==> src/rtl/lfsr_checker_param_if.sv <==
// Stream/status bundle between an LFSR source (master) and lfsr_checker_param (slave).
// Carries the qualified data word one way and the lock/error status the other.
interface lfsr_checker_param_if #(
  parameter int WIDTH     = 8,
  parameter int ERR_CNT_W = 16
);
  logic                 i_valid;
  logic [WIDTH-1:0]     i_data;
  logic                 o_lock;
  logic                 o_err;
  logic [ERR_CNT_W-1:0] o_err_cnt;

  modport master (
    output i_valid, i_data,
    input  o_lock, o_err, o_err_cnt
  );

  modport slave (
    input  i_valid, i_data,
    output o_lock, o_err, o_err_cnt
  );
endinterface

==> src/rtl/lfsr_checker_param.sv <==
// Parametrised Fibonacci LFSR/PRBS checker: self-synchronises in SEARCH, free-runs its
// prediction in LOCKED, and reports per-word error pulses plus a saturating error count.
module lfsr_checker_param #(
  parameter int               WIDTH      = 8,
  parameter logic [WIDTH-1:0] TAPS       = 8'hB8,
  parameter int               LOCK_CNT   = 5,
  parameter int               UNLOCK_CNT = 3,
  parameter int               ERR_CNT_W  = 16
) (
  input  logic                 clk,
  input  logic                 i_rst_n,
  input  logic                 i_soft_reset,
  lfsr_checker_param_if.slave  bus
);

  localparam int CNT_MAX = (LOCK_CNT > UNLOCK_CNT) ? LOCK_CNT : UNLOCK_CNT;
  localparam int CNT_W   = $clog2(CNT_MAX + 1);

  typedef enum logic {
    S_SEARCH = 1'b0,
    S_LOCKED = 1'b1
  } state_t;

  function automatic logic [WIDTH-1:0] lfsr_next(input logic [WIDTH-1:0] x);
    return {x[WIDTH-2:0], ^(x & TAPS)};
  endfunction

  function automatic logic [ERR_CNT_W-1:0] sat_inc(input logic [ERR_CNT_W-1:0] x);
    return (&x) ? x : x + ERR_CNT_W'(1);
  endfunction

  state_t               r_state;
  logic [WIDTH-1:0]     r_exp;
  logic                 r_primed;
  logic [CNT_W-1:0]     r_match_cnt;
  logic [CNT_W-1:0]     r_miss_cnt;
  logic                 r_lock;
  logic                 r_err;
  logic [ERR_CNT_W-1:0] r_err_cnt;

  logic                 w_match;
  logic [CNT_W-1:0]     w_match_inc;
  logic [CNT_W-1:0]     w_miss_inc;

  // An all-zero word never matches, so the LFSR lock-up state cannot produce a lock.
  always_comb begin
    w_match     = r_primed && (bus.i_data == r_exp) && (bus.i_data != '0);
    w_match_inc = r_match_cnt + CNT_W'(1);
    w_miss_inc  = r_miss_cnt + CNT_W'(1);
  end

  always_ff @(posedge clk or negedge i_rst_n) begin
    if (!i_rst_n) begin
      r_state     <= S_SEARCH;
      r_exp       <= '0;
      r_primed    <= 1'b0;
      r_match_cnt <= '0;
      r_miss_cnt  <= '0;
      r_lock      <= 1'b0;
      r_err       <= 1'b0;
      r_err_cnt   <= '0;
    end else if (i_soft_reset) begin
      r_state     <= S_SEARCH;
      r_exp       <= '0;
      r_primed    <= 1'b0;
      r_match_cnt <= '0;
      r_miss_cnt  <= '0;
      r_lock      <= 1'b0;
      r_err       <= 1'b0;
      r_err_cnt   <= '0;
    end else begin
      r_err <= 1'b0;
      if (bus.i_valid) begin
        case (r_state)
          S_SEARCH: begin
            // Re-seed from every received word until the lock threshold is met.
            r_exp    <= lfsr_next(bus.i_data);
            r_primed <= 1'b1;
            if (w_match) begin
              if (w_match_inc == CNT_W'(LOCK_CNT)) begin
                r_state     <= S_LOCKED;
                r_lock      <= 1'b1;
                r_match_cnt <= '0;
                r_miss_cnt  <= '0;
              end else begin
                r_match_cnt <= w_match_inc;
              end
            end else begin
              r_match_cnt <= '0;
            end
          end
          S_LOCKED: begin
            // Prediction free-runs so a corrupted word cannot desynchronise it.
            r_exp <= lfsr_next(r_exp);
            if (w_match) begin
              r_miss_cnt <= '0;
            end else begin
              r_err     <= 1'b1;
              r_err_cnt <= sat_inc(r_err_cnt);
              if (w_miss_inc == CNT_W'(UNLOCK_CNT)) begin
                r_state    <= S_SEARCH;
                r_lock     <= 1'b0;
                r_miss_cnt <= '0;
                r_primed   <= 1'b0;
              end else begin
                r_miss_cnt <= w_miss_inc;
              end
            end
          end
          default: r_state <= S_SEARCH;
        endcase
      end
    end
  end

  assign bus.o_lock    = r_lock;
  assign bus.o_err     = r_err;
  assign bus.o_err_cnt = r_err_cnt;

endmodule

==> src/flat_wrapper.sv <==
// flat-port wrapper written by rule: the top's interface ports become plain ports
module lfsr_checker_param_flat 
#(
  parameter int               WIDTH      = 8,
  parameter logic [WIDTH-1:0] TAPS       = 8'hB8,
  parameter int               LOCK_CNT   = 5,
  parameter int               UNLOCK_CNT = 3,
  parameter int               ERR_CNT_W  = 16
)
  (clk, i_rst_n, i_soft_reset, bus_i_valid, bus_i_data, bus_o_lock, bus_o_err, bus_o_err_cnt);
  lfsr_checker_param_if #(.WIDTH(WIDTH), .ERR_CNT_W(ERR_CNT_W)) bus_i ();
  input  logic clk;
  input  logic i_rst_n;
  input  logic i_soft_reset;
  input wire logic [$bits(bus_i.i_valid)-1:0] bus_i_valid;
  input wire logic [$bits(bus_i.i_data)-1:0] bus_i_data;
  output wire logic [$bits(bus_i.o_lock)-1:0] bus_o_lock;
  output wire logic [$bits(bus_i.o_err)-1:0] bus_o_err;
  output wire logic [$bits(bus_i.o_err_cnt)-1:0] bus_o_err_cnt;
  assign bus_i.i_valid = bus_i_valid;
  assign bus_i.i_data = bus_i_data;
  assign bus_o_lock = bus_i.o_lock;
  assign bus_o_err = bus_i.o_err;
  assign bus_o_err_cnt = bus_i.o_err_cnt;
  lfsr_checker_param #(.WIDTH(WIDTH), .TAPS(TAPS), .LOCK_CNT(LOCK_CNT), .UNLOCK_CNT(UNLOCK_CNT), .ERR_CNT_W(ERR_CNT_W)) u_core (.clk(clk), .i_rst_n(i_rst_n), .i_soft_reset(i_soft_reset), .bus(bus_i));
endmodule
==> config.mk <==
export PLATFORM = sky130hd
export DESIGN_NAME = lfsr_checker_param_flat
export DESIGN_NICKNAME = d
export VERILOG_FILES = /design/src/rtl/lfsr_checker_param_if.sv /design/src/rtl/lfsr_checker_param.sv /design/src/flat_wrapper.sv
export SDC_FILE = /design/constraint.sdc
export NUM_CORES = 1
export LEC_CHECK = 0
export ABC_AREA = 1
export BUFFER_PORTS_ARGS = -buffer_cell sky130_fd_sc_hd__clkbuf_2
export CORE_MARGIN = 4
export CORE_UTILIZATION = 35
export CTS_CLUSTER_DIAMETER = 200
export DETAILED_ROUTE_END_ITERATION = 10
export PLACE_DENSITY = 0.55
export SYNTH_ARGS = -nofsm -noshare
export SYNTH_HDL_FRONTEND = slang
export SYNTH_SLANG_ARGS = --single-unit
==> constraint.sdc <==
create_clock -name clk -period 5.5 [get_ports clk]
set_clock_uncertainty 0.15 [all_clocks]
set_input_delay 0.55 -clock clk [delete_from_list [all_inputs] [get_ports clk]]
set_output_delay 0.55 -clock clk [all_outputs]
set_load 0.005 [all_outputs]
==> flow_summary.yaml <==
sta:
  slew_viol_final: 0
  setup_viol: 0
  max-slew-margin-rel_pct: 38.9
  finalCritPeriodShare_pct: 40.2
  fin_tns_setup_ns: 0
  worst_pin_slew_ns: 0.917
  layout_setup_ws_ns: 3.29
  final-hold-violation-count: 0
  clock.fmax_mhz: 452
  rsz0062_at_grt: "false"
  fin_crit_ns: 2.21
synth:
  synth_nets: 331
  synth_top_family_by_area: "simple AND/OR/NAND/NOR gates"
  synth_warnings: 0
  synth.top_cells.by_area: "dfrtp_1 38%, nand2_1 16%, nor2_1 7.3%"
  yosysMostFrequentCell: "nand2_1"
  synth_area_leader_cell: "dfrtp_1"
  synthFlopType: "dfrtp_1"
  synth_xor_area_share_pct: 7.50
  synthAdderAreaFrac_pct: 3.38
  post_synth_num_cell_types: 26
  syn_inst: 313
  synth_mux_area_share_pct: 0
  synth_edf_count: 0
  synth_async_sr_flop_share_pct: 100
  synth.top_cell.area_share_pct: 38.4
  ys_ff_latch: 34
  ys_seq_area_share_pct: 38.4
  synth-simple-area-share_pct: 36.2
  synth-compound-area-share_pct: 6.88
  syn_area_mm2: 0.00222
  synth.top_cells.by_count: "94 x nand2_1, 43 x nor2_1, 34 x dfrtp_1, 31 x nand3_1, 30 x inv_1"
  avgSynthCellArea_um2: 7.09
finish:
  layout-area-overhead-vs-synth_pct: 14.0
  layout-drive-gt1-share_pct: 15.1
  nNetsFinal: 361
  fillers: 658
  multi_input_area_mm2: 0.00120
  final_cells: 419
  regArea_um2: 851
  diodes: 0
clock_tree:
  cts_setup_buffers: 0
  cts_tree: "yes"
  cts_buffers: 5
  clock_tree.root_cell: "clkbuf_8"
  cts_buffer_depth: 2
  htree_levels: 2
  clock-sinks: 34
  cts_resized: 0
  hold_buffers: 0
  clkTransAtPathRegs_ns: 0.07
  clk_latency_ns: 0.29
placement:
  place_congestion: 0.853
  dp.cells: 411
  post-place-ws_ns: 2.96
  hpwlAfterDp_mm: 3.84
  portBuffers: 29
setup_path:
  critical_path_class: "in2reg"
  cp_max_fo: 19
  critPathMaxStageDelay_ns: 0.45
  crit_chain: "clkbuf_2 > nor2_2 > inv_2 > nand2_2 > a31oi_4 > nand2_4 > nand2_1 > nand2_1"
  worst_setup_path_end_kind: "flip-flop"
  crit_top_cell: "nand2_1"
  cp-start-kind: "primary input"
  slowest_stage: "a31oi_4"
  cp.arrival_ns: 2.24
  critical_path_required_ns: 5.53
power_and_ir_drop:
  seq_power_share_pct: 47.8
  power.density_mw_per_mm2: 225
  power.leakage_nw: 1.30
  max-vdd-ir-drop_uv: 124
  p_sw_w: 0.000151
  power.internal_w: 0.000418
  clkPwrFrac_pct: 40.0
  sw_frac_of_total_pct: 26.6
  pwr-share-comb_pct: 12.2
drt:
  ant_nets: 0
  routed_wl_mm: 5.11
  wl_per_cell_um: 12.2
  initialDrtViolationCount: 106
  vias: 1990
  vias_per_cell: 4.75
  drc: 0
  detail_route.first_pass.iterations: 4
global_routing:
  grt_pass1_wl_mm: 8.88
  grtUsageTotal_pct: 14.7
  grt_max_degree: 35
  first_global_vias: 1877
  antenna_found_initial: 0
  overflow: 0
floorplan:
  fp-row-count: 28
  coreArea_mm2: 0.00603
  ios: 30
  initial_core_util_pct: 36.8
  floorplan.die_area_mm2: 0.00768
  fp.dieH_um: 87.6
  die_w_um: 87.6
job:
  cap_violations: 0
run_status:
  outcome: "complete, no violations"
min_path:
  hold_path.class: "in2async"
cell usage in the layout (no fill, tap or decap):
cell | synthesis | routed
clkinv_2 | 0 | 2
o211ai_1 | 1 | 1
bufinv_16 | 0 | 1
nand2_4 | 1 | 1
dfrtp_1 | 34 | 34
nand2_2 | 3 | 3
nor3_1 | 2 | 2
clkbuf_2 | 0 | 29
nor2_2 | 3 | 3
xnor2_1 | 3 | 3
a31oi_4 | 1 | 1
nand3b_1 | 1 | 1
inv_2 | 5 | 5
inv_1 | 30 | 30
nor2_4 | 2 | 2
o21ai_0 | 12 | 12
clkinv_1 | 1 | 1
ha_1 | 6 | 6
a21oi_1 | 4 | 4
nand2_1 | 94 | 94
nand3_1 | 31 | 31
nor2_1 | 43 | 43
nand4_1 | 7 | 7
o22ai_1 | 7 | 7
xor2_1 | 16 | 16
clkbuf_8 | 0 | 5
state kept, by name, summed over array words and instances (netlist names):
register / flops
u_core.r_exp: 8
u_core.r_match_cnt: 3
u_core.r_primed: 1
u_core.bus.o_err_cnt: 16
u_core.r_miss_cnt: 3
u_core.bus.o_err: 1
u_core.r_state: 1
u_core.bus.o_lock: 1
worst paths after layout:
check | start | to | slack [ns] | cells after the start
worst min-delay path | i_rst_n | u_core.r_exp[4] | 0.24 | 1
max in group asynchronous | i_rst_n | u_core.bus.o_err_cnt[10] | 4.39 | 1
worst min register to register | u_core.bus.o_lock | u_core.bus.o_lock | 0.32 | 2
worst max register to register | u_core.bus.o_err_cnt[0] | u_core.bus.o_err_cnt[12] | 3.30 | 9
worst max-delay path | i_soft_reset | u_core.bus.o_err_cnt[12] | 3.29 | 8
min in group clk | u_core.bus.o_lock | u_core.bus.o_lock | 0.32 | 2
area by class of cell:
| class | count | area share, % |
|---|---|---|
| clock buffer | 5 | 2.72 |
| sequential | 34 | 33.6 |
| clock inverter | 3 | 1.58 |
| multi-input combinational | 237 | 47.3 |
| inverter | 36 | 5.34 |
| timing repair buffer | 29 | 5.74 |
| tap | 75 | 3.71 |
per-layer routing:
layer  vias to the layer above  GRT usage (%)  part of all wire (%)
met3                         2           3.67                   4.9
met4                         0           4.18                  0.57
met1                       889           21.2                    52
li1                       1056              -                     -
met2                        43           22.0                    42
met5                         -              0                     0
power groups by stage:
| stage | combinational (W) | clock (W) | sequential, W |
|---|---|---|---|
| floorplan | 0.0000462 | 0 | 0.000274 |
| global placement | 0.0000697 | 0 | 0.000276 |
| detailed placement | 0.0000701 | 0 | 0.000277 |
| CTS | 0.0000707 | 0.000235 | 0.000272 |
| global route | 0.0000810 | 0.000249 | 0.000274 |
| finish | 0.0000696 | 0.000228 | 0.000272 |
cells by family (layout without fill, tap and decap cells):
group,count (synthesis),count (layout)
adder cells (fa/ha/maj),6,6
XOR/XNOR,19,19
AO/OA/AOI/OAI,25,25
flip-flops,34,34
buffers and inverters,42,73
AND/OR/NAND/NOR,187,187
stage by stage:
stage	cell area (µm²)	hold slack, ns	utilization, %	power, W
CTS	2530	0.270	42.0	0.000577
finish	2530	0.238	42.0	0.000569
global route	2530	0.295	42.0	0.000604
floorplan	2220	0.104	-	0.000320
global placement	2420	0.309	40.2	0.000346
detailed placement	2420	0.317	40.2	0.000347
worst max-delay path, delay by kind of cell:
kind            cells  cell delay (ns)
buf+inv             2             0.57
simple gates        5             0.65
compound gates      1             0.45
Note: power is estimated with default switching activity, not from simulation.
